--- src/rtl/uart_pro_rx_if.sv ---
// Byte-strobe input and decoded-frame output bundle of the protocol deframer.
// The master side feeds bytes in and observes frames; the slave side is the deframer.
interface uart_pro_rx_if;
   logic        RX_DONE;
   logic [7:0]  RX_DATA;
   logic        FRAME_VALID;
   logic        FRAME_ERR;
   logic [7:0]  CMD_OUT;
   logic [3:0]  LEN_OUT;
   logic [79:0] DATA_OUT;
   logic        BUSY;

   modport master (
      output RX_DONE, RX_DATA,
      input  FRAME_VALID, FRAME_ERR, CMD_OUT, LEN_OUT, DATA_OUT, BUSY
   );

   modport slave (
      input  RX_DONE, RX_DATA,
      output FRAME_VALID, FRAME_ERR, CMD_OUT, LEN_OUT, DATA_OUT, BUSY
   );
endinterface

--- src/rtl/uart_pro_rx.sv ---
// Inbound protocol deframer: hunts HEADER, then collects CMD, LEN, payload and CHK.
// Good frames update CMD_OUT/LEN_OUT/DATA_OUT with a one-cycle FRAME_VALID.
module uart_pro_rx #(
   parameter logic [7:0]  HEADER  = 8'h55,
   parameter int unsigned MAX_LEN = 10,
   parameter int unsigned TIMEOUT = 8660
) (
   input logic          CLK,
   input logic          RST,
   uart_pro_rx_if.slave bus
);
   typedef enum logic [2:0] {
      IDLE     = 3'd0,
      GET_CMD  = 3'd1,
      GET_LEN  = 3'd2,
      GET_DATA = 3'd3,
      GET_CHK  = 3'd4
   } state_t;

   localparam logic [7:0]  MAX_LEN_B = 8'(MAX_LEN);
   localparam logic [13:0] TO_LAST   = 14'(TIMEOUT - 1);

   state_t      state, next_state;
   logic [13:0] to_cnt;
   logic [3:0]  byte_cnt, len_sh;
   logic [7:0]  cmd_sh, xor_acc;
   logic [79:0] shadow;
   logic [6:0]  slot_lsb;
   logic        active, expire, len_bad, last_data, chk_ok, is_header;
   logic        valid_set, err_set;

   assign active    = (state == GET_CMD) || (state == GET_LEN) ||
                      (state == GET_DATA) || (state == GET_CHK);
   assign is_header = (bus.RX_DATA == HEADER);
   assign len_bad   = (bus.RX_DATA > MAX_LEN_B);
   assign last_data = ((byte_cnt + 4'd1) == len_sh);
   assign chk_ok    = (bus.RX_DATA == xor_acc);
   // A strobe on the expiring cycle wins, so expiry needs a quiet cycle.
   assign expire    = active && !bus.RX_DONE && (to_cnt == TO_LAST);
   // First payload byte lands in [79:72], each later byte one slot lower.
   assign slot_lsb  = 7'd72 - {byte_cnt, 3'b000};

   // NOTE: clocked state uses non-blocking (<=) so every register sees pre-edge values.
   always_ff @(posedge CLK or posedge RST) begin
      if (RST) state <= IDLE;
      else     state <= next_state;
   end

   always_comb begin
      // NOTE: default assigned first so no path leaves next_state unassigned (no latch).
      next_state = state;
      case (state)
         IDLE:     if (bus.RX_DONE && is_header) next_state = GET_CMD;
         GET_CMD:  if (bus.RX_DONE) next_state = GET_LEN;
         GET_LEN:
            if (bus.RX_DONE) begin
               if (len_bad)                   next_state = IDLE;
               else if (bus.RX_DATA == 8'h00) next_state = GET_CHK;
               else                           next_state = GET_DATA;
            end
         GET_DATA: if (bus.RX_DONE && last_data) next_state = GET_CHK;
         GET_CHK:  if (bus.RX_DONE) next_state = IDLE;
         default:  next_state = IDLE;
      endcase
      if (expire) next_state = IDLE;
   end

   always_comb begin
      valid_set = (state == GET_CHK) && bus.RX_DONE && chk_ok;
      err_set   = expire ||
                  ((state == GET_LEN) && bus.RX_DONE && len_bad) ||
                  ((state == GET_CHK) && bus.RX_DONE && !chk_ok);
      bus.BUSY  = (state != IDLE);
   end

   always_ff @(posedge CLK or posedge RST) begin
      if (RST) begin
         bus.FRAME_VALID <= 1'b0;
         bus.FRAME_ERR   <= 1'b0;
         bus.CMD_OUT     <= '0;
         bus.LEN_OUT     <= '0;
         bus.DATA_OUT    <= '0;
         to_cnt          <= '0;
         byte_cnt        <= '0;
         len_sh          <= '0;
         cmd_sh          <= '0;
         xor_acc         <= '0;
         shadow          <= '0;
      end else begin
         bus.FRAME_VALID <= valid_set;
         bus.FRAME_ERR   <= err_set;
         to_cnt          <= (active && !bus.RX_DONE) ? to_cnt + 14'd1 : 14'd0;
         if (bus.RX_DONE) begin
            case (state)
               IDLE:
                  if (is_header) begin
                     shadow   <= '0;
                     xor_acc  <= '0;
                     byte_cnt <= '0;
                  end
               GET_CMD: begin
                  cmd_sh  <= bus.RX_DATA;
                  xor_acc <= bus.RX_DATA;
               end
               GET_LEN:
                  if (!len_bad) begin
                     len_sh  <= bus.RX_DATA[3:0];
                     xor_acc <= xor_acc ^ bus.RX_DATA;
                  end
               GET_DATA: begin
                  shadow[slot_lsb +: 8] <= bus.RX_DATA;
                  xor_acc               <= xor_acc ^ bus.RX_DATA;
                  byte_cnt              <= byte_cnt + 4'd1;
               end
               GET_CHK:
                  if (chk_ok) begin
                     bus.DATA_OUT <= shadow;
                     bus.CMD_OUT  <= cmd_sh;
                     bus.LEN_OUT  <= len_sh;
                  end
               default: ;
            endcase
         end
      end
   end
endmodule

--- src/flat_wrapper.sv ---
// flat-port wrapper written by rule: the top's interface ports become plain ports
module uart_pro_rx_flat 
#(
   parameter logic [7:0]  HEADER  = 8'h55,
   parameter int unsigned MAX_LEN = 10,
   parameter int unsigned TIMEOUT = 8660
)
  (CLK, RST, bus_RX_DONE, bus_RX_DATA, bus_FRAME_VALID, bus_FRAME_ERR, bus_CMD_OUT, bus_LEN_OUT, bus_DATA_OUT, bus_BUSY);
  uart_pro_rx_if bus_i ();
  input logic CLK;
  input logic RST;
  input wire logic [$bits(bus_i.RX_DONE)-1:0] bus_RX_DONE;
  input wire logic [$bits(bus_i.RX_DATA)-1:0] bus_RX_DATA;
  output wire logic [$bits(bus_i.FRAME_VALID)-1:0] bus_FRAME_VALID;
  output wire logic [$bits(bus_i.FRAME_ERR)-1:0] bus_FRAME_ERR;
  output wire logic [$bits(bus_i.CMD_OUT)-1:0] bus_CMD_OUT;
  output wire logic [$bits(bus_i.LEN_OUT)-1:0] bus_LEN_OUT;
  output wire logic [$bits(bus_i.DATA_OUT)-1:0] bus_DATA_OUT;
  output wire logic [$bits(bus_i.BUSY)-1:0] bus_BUSY;
  assign bus_i.RX_DONE = bus_RX_DONE;
  assign bus_i.RX_DATA = bus_RX_DATA;
  assign bus_FRAME_VALID = bus_i.FRAME_VALID;
  assign bus_FRAME_ERR = bus_i.FRAME_ERR;
  assign bus_CMD_OUT = bus_i.CMD_OUT;
  assign bus_LEN_OUT = bus_i.LEN_OUT;
  assign bus_DATA_OUT = bus_i.DATA_OUT;
  assign bus_BUSY = bus_i.BUSY;
  uart_pro_rx #(.HEADER(HEADER), .MAX_LEN(MAX_LEN), .TIMEOUT(TIMEOUT)) u_core (.CLK(CLK), .RST(RST), .bus(bus_i));
endmodule
--- config.mk ---
export PLATFORM = sky130hd
export DESIGN_NAME = uart_pro_rx_flat
export DESIGN_NICKNAME = d
export VERILOG_FILES = /design/src/rtl/uart_pro_rx_if.sv /design/src/rtl/uart_pro_rx.sv /design/src/flat_wrapper.sv
export SDC_FILE = /design/constraint.sdc
export NUM_CORES = 1
export LEC_CHECK = 0
export ABC_AREA = 1
export BUFFER_PORTS_ARGS = -buffer_cell sky130_fd_sc_hd__buf_2
export CELL_PAD_IN_SITES_DETAIL_PLACEMENT = 1
export CELL_PAD_IN_SITES_GLOBAL_PLACEMENT = 1
export CORE_UTILIZATION = 30
export DETAILED_ROUTE_END_ITERATION = 12
export PLACE_DENSITY_LB_ADDON = 0.3
export SLEW_MARGIN = 5
export SYNTH_ARGS = -nofsm -noshare
export SYNTH_HDL_FRONTEND = slang
export SYNTH_SLANG_ARGS = --single-unit
--- constraint.sdc ---
create_clock -name CLK -period 20.7 [get_ports CLK]
set_clock_uncertainty 0.05 [all_clocks]
set_input_delay 3.105 -clock CLK [delete_from_list [all_inputs] [get_ports CLK]]
set_output_delay 3.105 -clock CLK [all_outputs]
set_load 0.005 [all_outputs]
==> results.md, run 1 <==
* Fillers at 3687
* Number of port buffers at 105
* R2r setup slk at 17.71 ns
* Yosys cell types at 30
* Vias per cell at 4.71
* Post-Syn Instances at 1120
* Initial antenna violation count at 0
* CTS Buffer Depth at 3
* Pleak at 5.76 nW
* Post-Syn Area at 0.00932 mm2
* Num CTS Buffers at 25
* Drt first pass iters at 4
* Flops & latches, synth at 215
* Area delta synth->final at 17.7%
* # IOs at 106
* P per Cell Area at 105 mW/mm2
* Min Clock Period, post-route at 4.92 ns
* DP Area at 0.0102 mm2
* Peak supply drop at 65.3 uV
* Die Span Y at 178 um
* Worst-path clk slew at 0.06 ns
* Commonest non-fill, non-tap cells in the layout: nand2_1, dfrtp_1, buf_2
* Design area at 0.0110 mm2
* Period utilization at 23.8%
* WP data arrival at 5.32 ns
* Commonest non-fill, non-tap cell in the layout: nand2_1
* R2R cell count at 9
* GRT Util Overall at 17.2%
* Total vias in the final route at 7693
* Number of H-tree levels at 1
* Routed Wire Length at 26.5 mm
* Die ar. at 0.0318 mm2
* Required @ worst endpoint at 21.11 ns
* Routability cong. at 0.786
* MaxCap Viol Count at 0
* Least-Margin Pin Slew at 1.09 ns
* Worst Path Max Fanout at 49
* Skew-Pair Late Insertion Delay at 0.53 ns
* Last element of the critical path: u_core.bus.DATA_OUT[62]$_DFFE_PP0P_
* Synth warnings at 0
* Setup tns final at 0 ns
* Final setup vio count at 0
* RSZ-0062 raised after global routing: false
* Largest net degree at the start of global routing at 150
* Post-synth top area share at 57.7%
* Global-route wire length before repair at 43.2 mm
* CTS Hold Bufs at 0
* CP startpoint: bus_RX_DATA[6]
* Row Count at 64
* Fin nets at 1239
* CTS tree: done
* Clock root cell: clkbuf_16
* Min-delay worst type: register to register
* Core Footprint at 0.0306 mm2
* Slew Limit Fails at 0
* Mapped Avg Cell Area at 8.32 um2
* Status: completed
* Post_cts resized at 0
* Register area share after synthesis at 57.7%
* Final antenna-violating net count at 0
* DR iter-0 viols at 350
* DRC errors left at 0
* FMAX at 0.203 GHz
* CTS sink cnt at 215
* Initial core utilization at 30.5%
* ANT cells at 0
* Final Hold Fails at 0
* CP Class: primary input to register
* Synth area leader: dfrtp_1
* Element type at the critical path end: register
* Vias in the first global route at 7939
* GRT overflow at 0
* Hpwl dp at 18.2 mm
* Slew margin rel. at 27.4%
* Ranking of synthesized cells by area: dfrtp_1, nand2_1, o21ai_1
* Reg-to-reg critical path endpoint: u_core.shadow[51]$_DFFE_PP0P_
* Syn_nets at 1139
* Chip width at 178 um
* Total power at 1.15 mW
* Hold path depth at 2
* Proportion of layout cells with a drive suffix above 1 at 13.9%
* R2r startpoint: u_core.byte_cnt[0]$_DFFE_PP0P_
* Post-DR wirelength/cell at 16.2 um
* Crit path launch type: primary input
* Post-CTS setup buffer count at 0
-- per-stage QoR --
step	hold WS, ns	instances	utilization (%)	setup slack (ns)
floorplan	0.383	1120	-	11.67
global placement	0.397	1589	33.4	15.25
detailed placement	0.410	1589	33.4	15.23
CTS	0.411	1634	35.8	15.77
global route	0.438	1634	35.8	15.52
finish	0.406	1634	35.8	15.78
-- metal layers --
layer	track usage, %	vias up	share of wire, %
li1	-	3759	-
met2	27.4	136	45
met3	2.73	39	4.2
met1	24.4	3759	49
met5	0	-	0
met4	4.10	0	2.0
-- worst min path at each step --
| stage | startpoint | to |
|---|---|---|
| 6_report | u_core.shadow[59]$_DFFE_PP0P_ | u_core.bus.DATA_OUT[59]$_DFFE_PP0P_ |
| 3_5_place_dp | u_core.bus.CMD_OUT[2]$_DFFE_PP0P_ | u_core.bus.CMD_OUT[2]$_DFFE_PP0P_ |
| 3_3_place_gp | u_core.to_cnt[0]$_DFF_PP0_ | u_core.to_cnt[0]$_DFF_PP0_ |
| 2_1_floorplan | u_core.to_cnt[0]$_DFF_PP0_ | u_core.to_cnt[0]$_DFF_PP0_ |
| 4_1_cts | u_core.shadow[59]$_DFFE_PP0P_ | u_core.bus.DATA_OUT[59]$_DFFE_PP0P_ |
| 5_1_grt | u_core.bus.DATA_OUT[45]$_DFFE_PP0P_ | u_core.bus.DATA_OUT[45]$_DFFE_PP0P_ |
-- cells by family after synthesis --
kind of cell | synth area share [%]
simple gates | 28.5
buf+inv | 4.50
xor+xnor | 1.03
compound gates | 7.10
flops | 57.7
fa+ha+maj | 1.07
-- worst max-delay path: stages --
cell and delay (ns):
buf_2 0.17, xnor2_1 0.24, nand2_1 0.09, nor2_1 0.24, nand3_4 0.10, inv_2 0.55, buf_4 0.55, nand2_1 0.15
nand2_1 0.09
-- area by class of cell --
class                           instances  area, um2  share of cell area [%]
Timing Repair Buffer                  109        556                    5.07
Clock inverter                         12       71.3                   0.650
Inverter                               65        251                    2.29
Sequential cell                       215       5380                    49.1
Tap cell                              396        495                    4.52
Clock buffer                           33        686                    6.25
Multi-Input combinational cell        804       3530                    32.2
-- state kept, by name, indices dropped and copies added, names as in the netlist, 3 cells and up --
signal,flops
u_core.to_cnt,14
u_core.xor_acc,8
u_core.cmd_sh,8
u_core.shadow,80
u_core.state,3
u_core.bus.DATA_OUT,80
u_core.len_sh,4
u_core.bus.LEN_OUT,4
u_core.bus.CMD_OUT,8
u_core.byte_cnt,4
-- where the power goes --
group          internal, mW  switching, mW  total, mW
registers             0.443         0.0224      0.465
clock network         0.233          0.178      0.412
logic                0.0638          0.212      0.276
-- synth_stat cells, drive strengths merged --
library cell	n
nand2	507
dfrtp	215
o21ai	102
nor2	66
inv	64
nand3	52
buf	22
nor3	22
clkbuf	14
a21oi	10
nand4	10
o22ai	10
xnor2	9
ha	8
a31oi	2
o21a	2
xor2	2
clkinv	1
nand3b	1
nor3b	1
Note: power is estimated with default switching activity, not from simulation.
==> inputs of run 2 (changes only) <==
==> constraint.sdc (replaced) <==
create_clock -name CLK -period 4.5 [get_ports CLK]
set_clock_uncertainty 0.05 [all_clocks]
set_input_delay 0.675 -clock CLK [delete_from_list [all_inputs] [get_ports CLK]]
set_output_delay 0.675 -clock CLK [all_outputs]
set_load 0.005 [all_outputs]
==> run 2 against run 1 <==
Net effect:
- first-iteration DRC count up 4.9%
- clock power increased to 5.2 times the previous value
- sequential share of layout area decreased by 0.67 points
- highest routed layer unchanged
- final cell count hardly changed
==> results.md, run 2 (synthesis gave the netlist of run 1 again) <==
* Initial core utilization at 30.5% (unchanged)
* DP Area at 0.0103 mm2 (was 0.0102 mm2)
* ANT cells at 0 (unchanged)
* Die ar. at 0.0318 mm2 (unchanged)
* Routability cong. at 0.816 (was 0.786)
* Largest regs: u_core.bus.DATA_OUT: 80 flops, u_core.shadow: 80 flops, u_core.to_cnt: 14 flops (unchanged)
* # IOs at 106 (unchanged)
* Element type at the critical path end: register (unchanged)
* Met3 Wirelength at 1.19 mm (was 1.13 mm)
* Max Used Layer: met4 (unchanged)
* Finished Layout Cells at 1635 (was 1634)
* CP Class: register to register (was primary input to register)
* CTS sink cnt at 215 (unchanged)
* Wire length on met2 at 12.3 mm (was 12.0 mm)
* Final Hold Fails at 0 (unchanged)
* GRT Util Overall at 17.4% (was 17.2%)
* Die Span Y at 178 um (unchanged)
* Period utilization at 62.6%
* Vias in the first global route at 8080 (was 7939)
* Wl on met1 at 12.6 mm (was 12.9 mm)
* Net switching power at 1.87 mW (was 0.413 mW)
* Worst Path Max Fanout at 18 (was 49)
* Final hold slack at 0.252 ns (was 0.406 ns)
* Sequential power share at 38.7% (was 40.4%)
* Sw frac at 33.8% (was 35.8%)
* Post-CTS setup buffer count at 0 (unchanged)
* Clock root cell: clkbuf_16 (unchanged)
* Number of H-tree levels at 1 (unchanged)
* Least-Margin Pin Slew at 0.813 ns (was 1.09 ns)
* GRT overflow at 0 (unchanged)
* Setup WS pre-CTS at 1.57 ns (was 15.23 ns)
* Total vias in the final route at 7653 (was 7693)
* Design area at 0.0111 mm2 (was 0.0110 mm2)
* Internal power at 3.66 mW (was 0.740 mW)
* Status: completed (unchanged)
* Core Footprint at 0.0306 mm2 (unchanged)
* Num CTS Buffers at 25 (unchanged)
* Commonest non-fill, non-tap cell in the layout: nand2_1 (unchanged)
* Clock Power Share at 38.5% (was 35.7%)
* Global-route wire length before repair at 44.2 mm (was 43.2 mm)
* Setup tns final at 0 ns (unchanged)
* Area delta synth->final at 19.3% (was 17.7%)
* Cells after DPL at 1592 (was 1589)
* Commonest non-fill, non-tap cells in the layout: nand2_1, dfrtp_1, buf_2 (unchanged)
* Largest net degree at the start of global routing at 100 (was 150)
* Slew Limit Fails at 0 (unchanged)
* Initial antenna violation count at 0 (unchanged)
* DRC errors left at 0 (unchanged)
* Drt first pass iters at 4 (unchanged)
* Routed Wire Length at 26.5 mm (about the same)
* P per Cell Area at 497 mW/mm2 (was 105 mW/mm2)
* Worst-path clk slew at 0.06 ns (about the same)
* Min Clock Period, post-route at 2.82 ns
* MaxCap Viol Count at 0 (unchanged)
* Slew margin rel. at 45.7% (was 27.4%)
* Crit path launch type: register (was primary input)
* Vias per cell at 4.68 (was 4.71)
* Post-DR wirelength/cell at 16.2 um (about the same)
* Skew-Pair Late Insertion Delay at 0.52 ns (was 0.53 ns)
* Hpwl dp at 18.9 mm (was 18.2 mm)
* CTS Hold Bufs at 0 (unchanged)
* Row Count at 64 (unchanged)
* Final antenna-violating net count at 0 (unchanged)
* FMAX at 0.355 GHz
* PnR worst setup slack at 1.68 ns (was 15.78 ns)
* Pleak at 5.82 nW (was 5.76 nW)
* Logic pwr share at 22.8% (was 23.9%)
* Min-delay worst type: primary input to asynchronous set/reset pin (was register to register)
* Number of port buffers at 105 (unchanged)
* CTS tree: done (unchanged)
* Final setup vio count at 0 (unchanged)
* Peak supply drop at 246 uV (was 65.3 uV)
* Required @ worst endpoint at 4.83 ns (was 21.11 ns)
* Fin nets at 1242 (was 1239)
* Chip width at 178 um (unchanged)
* WP data arrival at 3.15 ns (was 5.32 ns)
* DR iter-0 viols at 367 (was 350)
* RSZ-0062 raised after global routing: false (unchanged)
* CTS Buffer Depth at 3 (unchanged)
* Post_cts resized at 0 (unchanged)
* Proportion of layout cells with a drive suffix above 1 at 14.1% (was 13.9%)
## run 2: cell types whose count changed in the layout (fill, tap and decap cells not counted), sizes merged
cell / change
buf: +3
bufinv: +4
clkinv: -7
clkinvlp: +2
inv: -1
## run 2: metal layers
layer  global-route usage [%]  vias to the layer above
met3                     2.41                       35
met5                        0                        -
li1                         -                     3762
met1                     24.5                     3725
met2                     28.5                      131
met4                     3.67                        0
## run 2: path summary, 6_finish.rpt
| path | slack [ns] | depth (start not counted) | start | end |
|---|---|---|---|---|
| min in group CLK | 0.37 | 3 | bus_RX_DATA[7] | u_core.shadow[7]$_DFFE_PP0P_ |
| max in group asynchronous | 3.17 | 3 | RST | u_core.to_cnt[2]$_DFF_PP0_ |
| setup reg to reg | 1.68 | 7 | u_core.byte_cnt[0]$_DFFE_PP0P_ | u_core.shadow[66]$_DFFE_PP0P_ |
| setup / recovery | 1.68 | 7 | u_core.byte_cnt[0]$_DFFE_PP0P_ | u_core.shadow[66]$_DFFE_PP0P_ |
| hold / removal | 0.25 | 2 | RST | u_core.bus.DATA_OUT[53]$_DFFE_PP0P_ |
| hold reg to reg | 0.41 | 1 | u_core.to_cnt[0]$_DFF_PP0_ | u_core.to_cnt[0]$_DFF_PP0_ |
## run 2: power by group through the flow
stage	registers (mW)	clock network, mW	logic [mW]
after CTS	2.14	2.18	1.27
after floorplan	2.12	0	0.952
after global routing	2.15	2.25	1.43
after global placement	2.17	0	1.23
after detailed placement	2.17	0	1.26
final	2.14	2.13	1.26
## run 2: worst max-delay path, stage by stage (launching register included)
cell and delay [ns]:
dfrtp_1 0.74, inv_2 0.16, ha_1 0.67, nand2_1 0.31
nor3_1 0.29, o21ai_2 0.23, nand2_1 0.13, o21ai_1 0.07
## run 2: cell type report
type | instances | area (um2)
inverters | 65 | 248
repair buffers | 112 | 603
well taps | 396 | 495
clock buffers | 33 | 706
fillers | 3669 | 19500
flip-flops and latches | 215 | 5380
clock inverters | 10 | 160
multi-input cells | 804 | 3530
## run 2: stage by stage
step,util (%),power [mW]
2_1_floorplan,-,3.08
3_3_place_gp,33.5,3.40
3_5_place_dp,33.5,3.43
4_1_cts,36.3,5.59
5_1_grt,36.3,5.84
6_report,36.3,5.53
